$ cat config.mk
export PLATFORM = sky130hd
export DESIGN_NAME = stream_to_hs_adapter
export DESIGN_NICKNAME = d
export VERILOG_FILES = /design/src/rtl/stream_to_hs_adapter.sv
export SDC_FILE = /design/constraint.sdc
export NUM_CORES = 1
export LEC_CHECK = 0
export CAP_MARGIN = 20
export CORE_MARGIN = 5
export CORE_UTILIZATION = 57
export CTS_CLUSTER_DIAMETER = 50
export DETAILED_ROUTE_END_ITERATION = 16
export HOLD_SLACK_MARGIN = 0.08
export PLACE_DENSITY = 0.83
export REMOVE_ABC_BUFFERS = 1
export SETUP_SLACK_MARGIN = 0.02
export SYNTH_ARGS = -nofsm -noshare
export SYNTH_HDL_FRONTEND = slang
export SYNTH_SLANG_ARGS = --single-unit
$ cat constraint.sdc
create_clock -name aclk -period 5.18 [get_ports aclk]
set_input_delay 0.777 -clock aclk [delete_from_list [all_inputs] [get_ports aclk]]
set_output_delay 0.777 -clock aclk [all_outputs]
set_load 0.03 [all_outputs]
$ cat src/rtl/stream_to_hs_adapter.sv
// AXI-Stream beats in, ap_hs vld/ack beats out, through a DEPTH-entry FIFO; optional STREAM_TO_HS_ACCID_FILTER_EN drops beats with a foreign tid.
// Latency: 1 cycle from acceptance to out_hs_ap_vld; 1 beat/cycle sustained.
// Backpressure: registered inStream_tready falls once the FIFO is full and rises the cycle after a pop.
module stream_to_hs_adapter #(
  parameter int DEPTH       = 4,
  parameter int ACCID_WIDTH = 4
) (
  input  logic                   aclk,
  input  logic                   aresetn,
  input  logic [ACCID_WIDTH-1:0] accID,
  input  logic [63:0]            inStream_tdata,
  input  logic [2:0]             inStream_tdest,
  input  logic [ACCID_WIDTH-1:0] inStream_tid,
  input  logic                   inStream_tlast,
  input  logic                   inStream_tvalid,
  output logic                   inStream_tready,
  output logic [67:0]            out_hs,
  output logic                   out_hs_ap_vld,
  input  logic                   out_hs_ap_ack
);

  localparam int PTR_W = $clog2(DEPTH);
  localparam int CNT_W = PTR_W + 1;

  logic [67:0]      mem [DEPTH];
  logic [PTR_W-1:0] wr_ptr;
  logic [PTR_W-1:0] rd_ptr;
  logic [CNT_W-1:0] count;
  logic [CNT_W-1:0] count_next;
  logic             accept;
  logic             push;
  logic             pop;

  assign accept = inStream_tvalid && inStream_tready;

`ifdef STREAM_TO_HS_ACCID_FILTER_EN
  // Foreign beats are still handshaken so the interconnect drains them.
  assign push = accept && (inStream_tid == accID);
`else
  logic unused_id;
  assign unused_id = ^{accID, inStream_tid};
  assign push = accept;
`endif

  assign pop           = out_hs_ap_vld && out_hs_ap_ack;
  assign count_next    = count + CNT_W'(push) - CNT_W'(pop);
  assign out_hs_ap_vld = (count != '0);
  assign out_hs        = mem[rd_ptr];

  always_ff @(posedge aclk) begin
    if (!aresetn) begin
      wr_ptr          <= '0;
      rd_ptr          <= '0;
      count           <= '0;
      inStream_tready <= 1'b0;
    end else begin
      if (push) wr_ptr <= wr_ptr + 1'b1;
      if (pop)  rd_ptr <= rd_ptr + 1'b1;
      count           <= count_next;
      inStream_tready <= (count_next < CNT_W'(DEPTH));
    end
  end

  // Storage needs no reset: contents are only observed while count != 0.
  always_ff @(posedge aclk) begin
    if (push) mem[wr_ptr] <= {inStream_tdata, inStream_tdest, inStream_tlast};
  end

endmodule

==> impl_metrics.csv, run 1 <==
group,metric,value,unit
outcome,status,"finished clean",
clock_tree,clk_latency,0.52,ns
run,drv_cap,0,
worst_hold_path,holdPathStages,2,
power,total_power,6.16,mW
cells_and_area,n_fill_cell,1037,
route,via_per_inst,5.77,
yosys,synth_warnings,0,
yosys,syn_area_per_cell,25.5,sq um
clock_tree,post_cts_buffers,0,
timing,max-slew-margin-rel,26.8,%
power,leakage,4.03,nW
timing,holdWs,0.484,ns
route,routed_wl,18300,microns
critical_path,cp.required,4.40,ns
yosys,async_reset_ff_share,0,%
clock_tree,htreeDepth,1,
placed_design,dp_hpwl,10300,microns
cells_and_area,diodes,0,
cells_and_area,multi_input_area,0.00183,sq mm
critical_path,path_cells,"buf_12, mux4_2, clkdlybuf4s50_1",
yosys,synth_edf_count,272,
route,wire_per_inst,22.6,microns
timing,period_minus_slack,3.67,ns
cells_and_area,mostFrequentLayoutCell,"edfxtp_1",
yosys,synth_cell_types,25,
worst_hold_path,worstHoldPathType,"flop to flop",
route,final_antenna_net_count,0,
yosys,synth.top_cell.area_share,79.0,%
clock_tree,cts_sinks,282,
clock_tree,cts_hold_buf,0,
power,powerDensity,482,mW/mm^2
placed_design,placed_cells,759,
route,drtIter0Drc,230,
die,io_pins,150,
timing,max_slew.worst_pin.slew,1.10,ns
grt,overflow,0,
critical_path,crit_fanout,38,
timing,max_clock_freq,0.272,GHz
clock_tree,cts-root-buf,"clkbuf_16",
yosys,synth_area_leaders,"edfxtp_1 79%, mux4_2 15%, dfxtp_1 1.9%, ha_1 0.73%, buf_12 0.58%",
clock_tree,clk_pin_slew_worst_paths,0.06,ns
yosys,ys_ff_latch,282,
cells_and_area,fin_nets,647,
grt,grt_util_all_layers,17.6,%
critical_path,reg2reg_depth,8,
cells_and_area,drive_gt1_share,19.7,%
cells_and_area,final_util,71.5,%
clock_tree,ctsLongestPathBuffers,3,
clock_tree,cts_inserted_buffers,28,
critical_path,path_class,"flop to primary output",
route,drc,0,
grt,antenna_found_initial,0,
clock_tree,cts_resized,0,
timing,tns,0,ns
critical_path,timing.critical_path.arrival,2.90,ns
placed_design,place_ws,1.96,ns
grt,grt_pass1_vias,5114,
yosys,synth_top_area_cell,"edfxtp_1",
power,ir_worst_vdd,0.000461,V
clock_tree,tritoncts,"done",
placed_design,dpl_cell_area,0.0119,sq mm
critical_path,cp-end-kind,"primary output",
timing,finalHoldViolations,0,
grt,grt_first_pass_wirelength,27900,microns
die,die_x,145,microns
cells_and_area,stdcell_area,0.0128,sq mm
die,die_h,145,microns
placed_design,numPortBuffers,141,
critical_path,slowest_delay,0.78,ns
die,die_area,0.0209,sq mm
timing,slew_violations,0,
yosys,seq_area_frac_synth,80.9,%
cells_and_area,synthToLayoutAreaGrowth,23.7,%
cells_and_area,final_cell_mix,"272 x edfxtp_1, 141 x clkdlybuf4s50_1, 68 x mux4_2, 29 x clkbuf_16, 10 x clkinv_1",
route,firstDrtPassIters,5,
critical_path,worst_path_max_delay_cell,"dfxtp_4",
timing,finalSetupViolCount,0,
yosys,syn-cell-area,0.0103,sq mm
timing,worst_slack,1.51,ns
die,coreArea,0.0179,sq mm
yosys,ys.flop_type,"edfxtp_1",
grt,grt_max_degree,69,
route,route.vias.total,4666,
die,fp-row-count,49,
yosys,syn-instance-count,405,
die,initial_core_util,57.8,%
cells_and_area,regArea,0.00838,sq mm
placed_design,gp_congestion,0.688,
timing,timing.final.crit_share,70.9,%
critical_path,start_kind,"flop",
timing,skew,0.00677,ns
timing,grt_setup_unrepaired,"false",
cells_and_area,fin_cells,809,
==> critical path, delay by kind of cell, from the launching register on <==
family,cells,cell delay (ns)
muxes,1,0.57
buffers and inverters,2,1.00
DFF,1,0.78
==> logic make-up (layout without fill, tap and decap cells) <==
kind of cell | Yosys count | after routing | share of synthesized area, %
flip-flops | 282 | 282 | 80.9
multiplexers | 71 | 71 | 15.1
buffers and inverters | 22 | 197 | 1.54
AND/OR/NAND/NOR | 16 | 16 | 0.847
adder cells (fa/ha/maj) | 7 | 7 | 0.920
AO/OA/AOI/OAI | 6 | 6 | 0.460
XOR/XNOR | 1 | 1 | 0.218
==> per-layer routing <==
metal  track usage (%)  vias to the layer above  share of wire (%)
met2              30.9                      152                 53
met3              4.63                       28                7.1
met5                 0                        -                  0
met4              3.88                        0                1.8
li1                  -                     2044                  -
met1              22.4                     2442                 38
==> registers in the layout (all words and copies together) (netlist names), named ones only <==
signal	flops
inStream_tready	1
wr_ptr	2
rd_ptr	2
count	3
mem	272
==> final cells by class <==
type	count	share of cell area [%]
clock buffers	32	5.76
flip-flops and latches	282	65.5
multi-input cells	101	14.3
inverters	5	0.147
well taps	229	2.24
repair buffers	142	11.2
clock inverters	18	0.861
==> final timing paths <==
check	slack [ns]	start	end
max	1.51	flop	out_hs[57]
min	0.48	rd_ptr[1]$_SDFFE_PN0P_	flop
max reg2reg	3.03	count[1]$_SDFF_PN0_	inStream_tready$_SDFF_PN0_
min reg2reg	0.48	rd_ptr[1]$_SDFFE_PN0P_	flop
==> report_power, final <==
part	leakage (nW)	total (mW)	internal, mW	switching [mW]
sequential	2.54	2.79	2.65	0.134
clock	0.419	1.85	1.06	0.787
combinational	1.07	1.53	0.749	0.780
total	4.03	6.16	4.46	1.70
==> cells in the mapped netlist, types with 2 or more instances <==
cell and count:
mux4_2 68, buf_12 3, buf_4 4, nand2b_1 2, edfxtp_1 272, inv_1 5
and2_1 2, nor2_1 2, and3_1 4, mux2i_1 3, dfxtp_1 10, nand2_1 3
a21bo_2 2, clkbuf_1 5, a21oi_1 2, buf_2 4, ha_1 6
No activity file was read; power rests on OpenSTA's default activity.
==> run 2, diff against run 1 <==
--- a/config.mk
+++ b/config.mk
@@ -7,11 +7,11 @@
 export LEC_CHECK = 0
 export CAP_MARGIN = 20
 export CORE_MARGIN = 5
-export CORE_UTILIZATION = 57
+export CORE_UTILIZATION = 49
 export CTS_CLUSTER_DIAMETER = 50
 export DETAILED_ROUTE_END_ITERATION = 16
 export HOLD_SLACK_MARGIN = 0.08
-export PLACE_DENSITY = 0.83
+export PLACE_DENSITY = 0.76
 export REMOVE_ABC_BUFFERS = 1
 export SETUP_SLACK_MARGIN = 0.02
 export SYNTH_ARGS = -nofsm -noshare
==> constraint.sdc (replaced) <==
create_clock -name aclk -period 3 [get_ports aclk]
set_input_delay 0.45 -clock aclk [delete_from_list [all_inputs] [get_ports aclk]]
set_output_delay 0.45 -clock aclk [all_outputs]
set_load 0.03 [all_outputs]
==> run 2 against run 1 <==
Design area increased by 1.9%; die area is 15% higher; global-route usage is 2.3 points lower; hold slack lost 0.0020 ns; clock skew up 0.0060 ns; sequential share of layout area decreased by 1.2 points; clock power up 70%; worst setup slack got worse by 1.4 ns; sequential cell count unchanged; first-iteration DRC count rose by 19%.
==> impl_metrics.csv, run 2 (synthesis gave the netlist of run 1 again) <==
group,metric,value,unit
outcome,status,"finished clean",
die,initial_core_util,49.5,%
cells_and_area,mostFrequentLayoutCell,"edfxtp_1",
cells_and_area,fin_nets,662,
worst_hold_path,worstHoldPathType,"flop to flop",
grt,grt_max_degree,48,
critical_path,path_class,"flop to primary output",
route,via_per_inst,5.33,
die,die_x,155,microns
route,routed_wl,18500,microns
cells_and_area,synthToLayoutAreaGrowth,26.0,%
clock_tree,cts_sinks,282,
clock_tree,clk_latency,0.52,ns
cells_and_area,diodes,0,
cells_and_area,final_util,62.4,%
cells_and_area,drive_gt1_share,21.2,%
grt,grt_pass1_vias,5161,
grt,grt_util_all_layers,15.3,%
critical_path,slowest_delay,0.64,ns
clock_tree,ctsLongestPathBuffers,3,
power,leakage,4.12,nW
clock_tree,cts-root-buf,"clkbuf_16",
timing,finalHoldViolations,0,
cells_and_area,reg_top3,"mem (272), count (3)",
critical_path,path_cells,"buf_6, mux4_2, clkdlybuf4s50_1",
die,io_pins,150,
critical_path,timing.critical_path.arrival,2.44,ns
critical_path,cp-end-kind,"primary output",
placed_design,gp_congestion,0.681,
placed_design,numPortBuffers,141,
route,drtIter0Drc,273,
route,route.vias.total,4641,
timing,period_minus_slack,2.89,ns
cells_and_area,top_register,"mem",
route,final_antenna_net_count,0,
critical_path,crit_fanout,21,
clock_tree,clk_pin_slew_worst_paths,0.06,ns
route,drc,0,
cells_and_area,largest_reg_flops,272,
cells_and_area,final_cell_mix,"272 x edfxtp_1, 141 x clkdlybuf4s50_1, 68 x mux4_2, 30 x clkbuf_16, 9 x buf_4",
timing,max_slew.worst_pin.slew,0.555,ns
die,die_area,0.0241,sq mm
timing,grt_setup_unrepaired,"true",
critical_path,cp.required,2.55,ns
timing,max_clock_freq,0.347,GHz
clock_tree,post_cts_buffers,0,
power,powerDensity,820,mW/mm^2
die,coreArea,0.0209,sq mm
timing,finalSetupViolCount,0,
timing,slew_violations,0,
critical_path,worst_path_max_delay_cell,"clkdlybuf4s50_1",
grt,grt_first_pass_wirelength,28900,microns
clock_tree,tritoncts,"done",
run,drv_cap,0,
clock_tree,htreeDepth,1,
grt,overflow,0,
clock_tree,cts_hold_buf,0,
die,fp-row-count,53,
route,firstDrtPassIters,6,
die,die_h,155,microns
timing,timing.final.crit_share,96.2,%
timing,tns,0,ns
placed_design,dp_hpwl,11500,microns
critical_path,start_kind,"flop",
route,wire_per_inst,21.2,microns
clock_tree,cts_inserted_buffers,28,
timing,skew,0.0127,ns
power,ir_worst_vdd,0.000629,V
timing,holdWs,0.482,ns
timing,max-slew-margin-rel,63.0,%
grt,antenna_found_initial,0,
## run 2: changes by cell type in the layout (fill, tap and decap cells not counted), moves of 2 or more
cell and change:
clkbuf_1 +5, clkinv_2 -2, buf_12 +3, buf_4 +9
clkinv_1 -2
## run 2: critical path: cells and delay by family (launching register included)
family	cells	cell delay, ns
flip-flops	1	0.40
buffers and inverters	2	0.94
multiplexers	1	0.55
## run 2: per-stage QoR
step	cells	total power, mW	worst slack, ns	instance area, sq um
global route	870	11.1	0.00137	13000
finish	870	10.7	0.114	13000
detailed placement	819	7.62	0.395	12200
global placement	819	7.56	0.479	12200
floorplan	388	6.51	-1.10	10200
CTS	869	10.8	0.0317	13000
## run 2: routing by layer
layer	routed length, microns	GRT usage (%)	vias up
met2	9620	27.0	134
li1	-	-	2068
met3	1300	3.89	28
met1	7300	19.7	2411
met4	263	3.04	0
met5	0	0	-
## run 2: layout make-up
cell class | instances | area, sq um
Clock buffer | 37 | 756
Clock inverter | 13 | 83.8
Tap cell | 275 | 344
Inverter | 5 | 18.8
Timing Repair Buffer | 157 | 1620
Fill cell | 1423 | 7850
Sequential cell | 282 | 8380
Multi-Input combinational cell | 101 | 1830
## run 2: worst paths after layout
path                               start                    endpoint  slack (ns)  cells after the start
setup / recovery                    flop                  out_hs[23]        0.11                      3
hold / removal    rd_ptr[1]$_SDFFE_PN0P_                        flop        0.48                      2
setup reg to reg     count[1]$_SDFF_PN0_  inStream_tready$_SDFF_PN0_        0.88                      8
hold reg to reg   rd_ptr[1]$_SDFFE_PN0P_                        flop        0.48                      2
## run 2: power by group
group	leakage, nW	total (mW)	internal [mW]	switching [mW]
clock	0.409	3.15	1.84	1.31
combinational	1.17	2.86	1.36	1.50
sequential	2.54	4.68	4.57	0.103
## run 2: what timing repair did
item	in CTS	in global routing
pin swaps	0	0
gates cloned	0	1
resized for setup	1	1
endpoints found under the hold margin	0	0
setup endpoints to repair	3	39
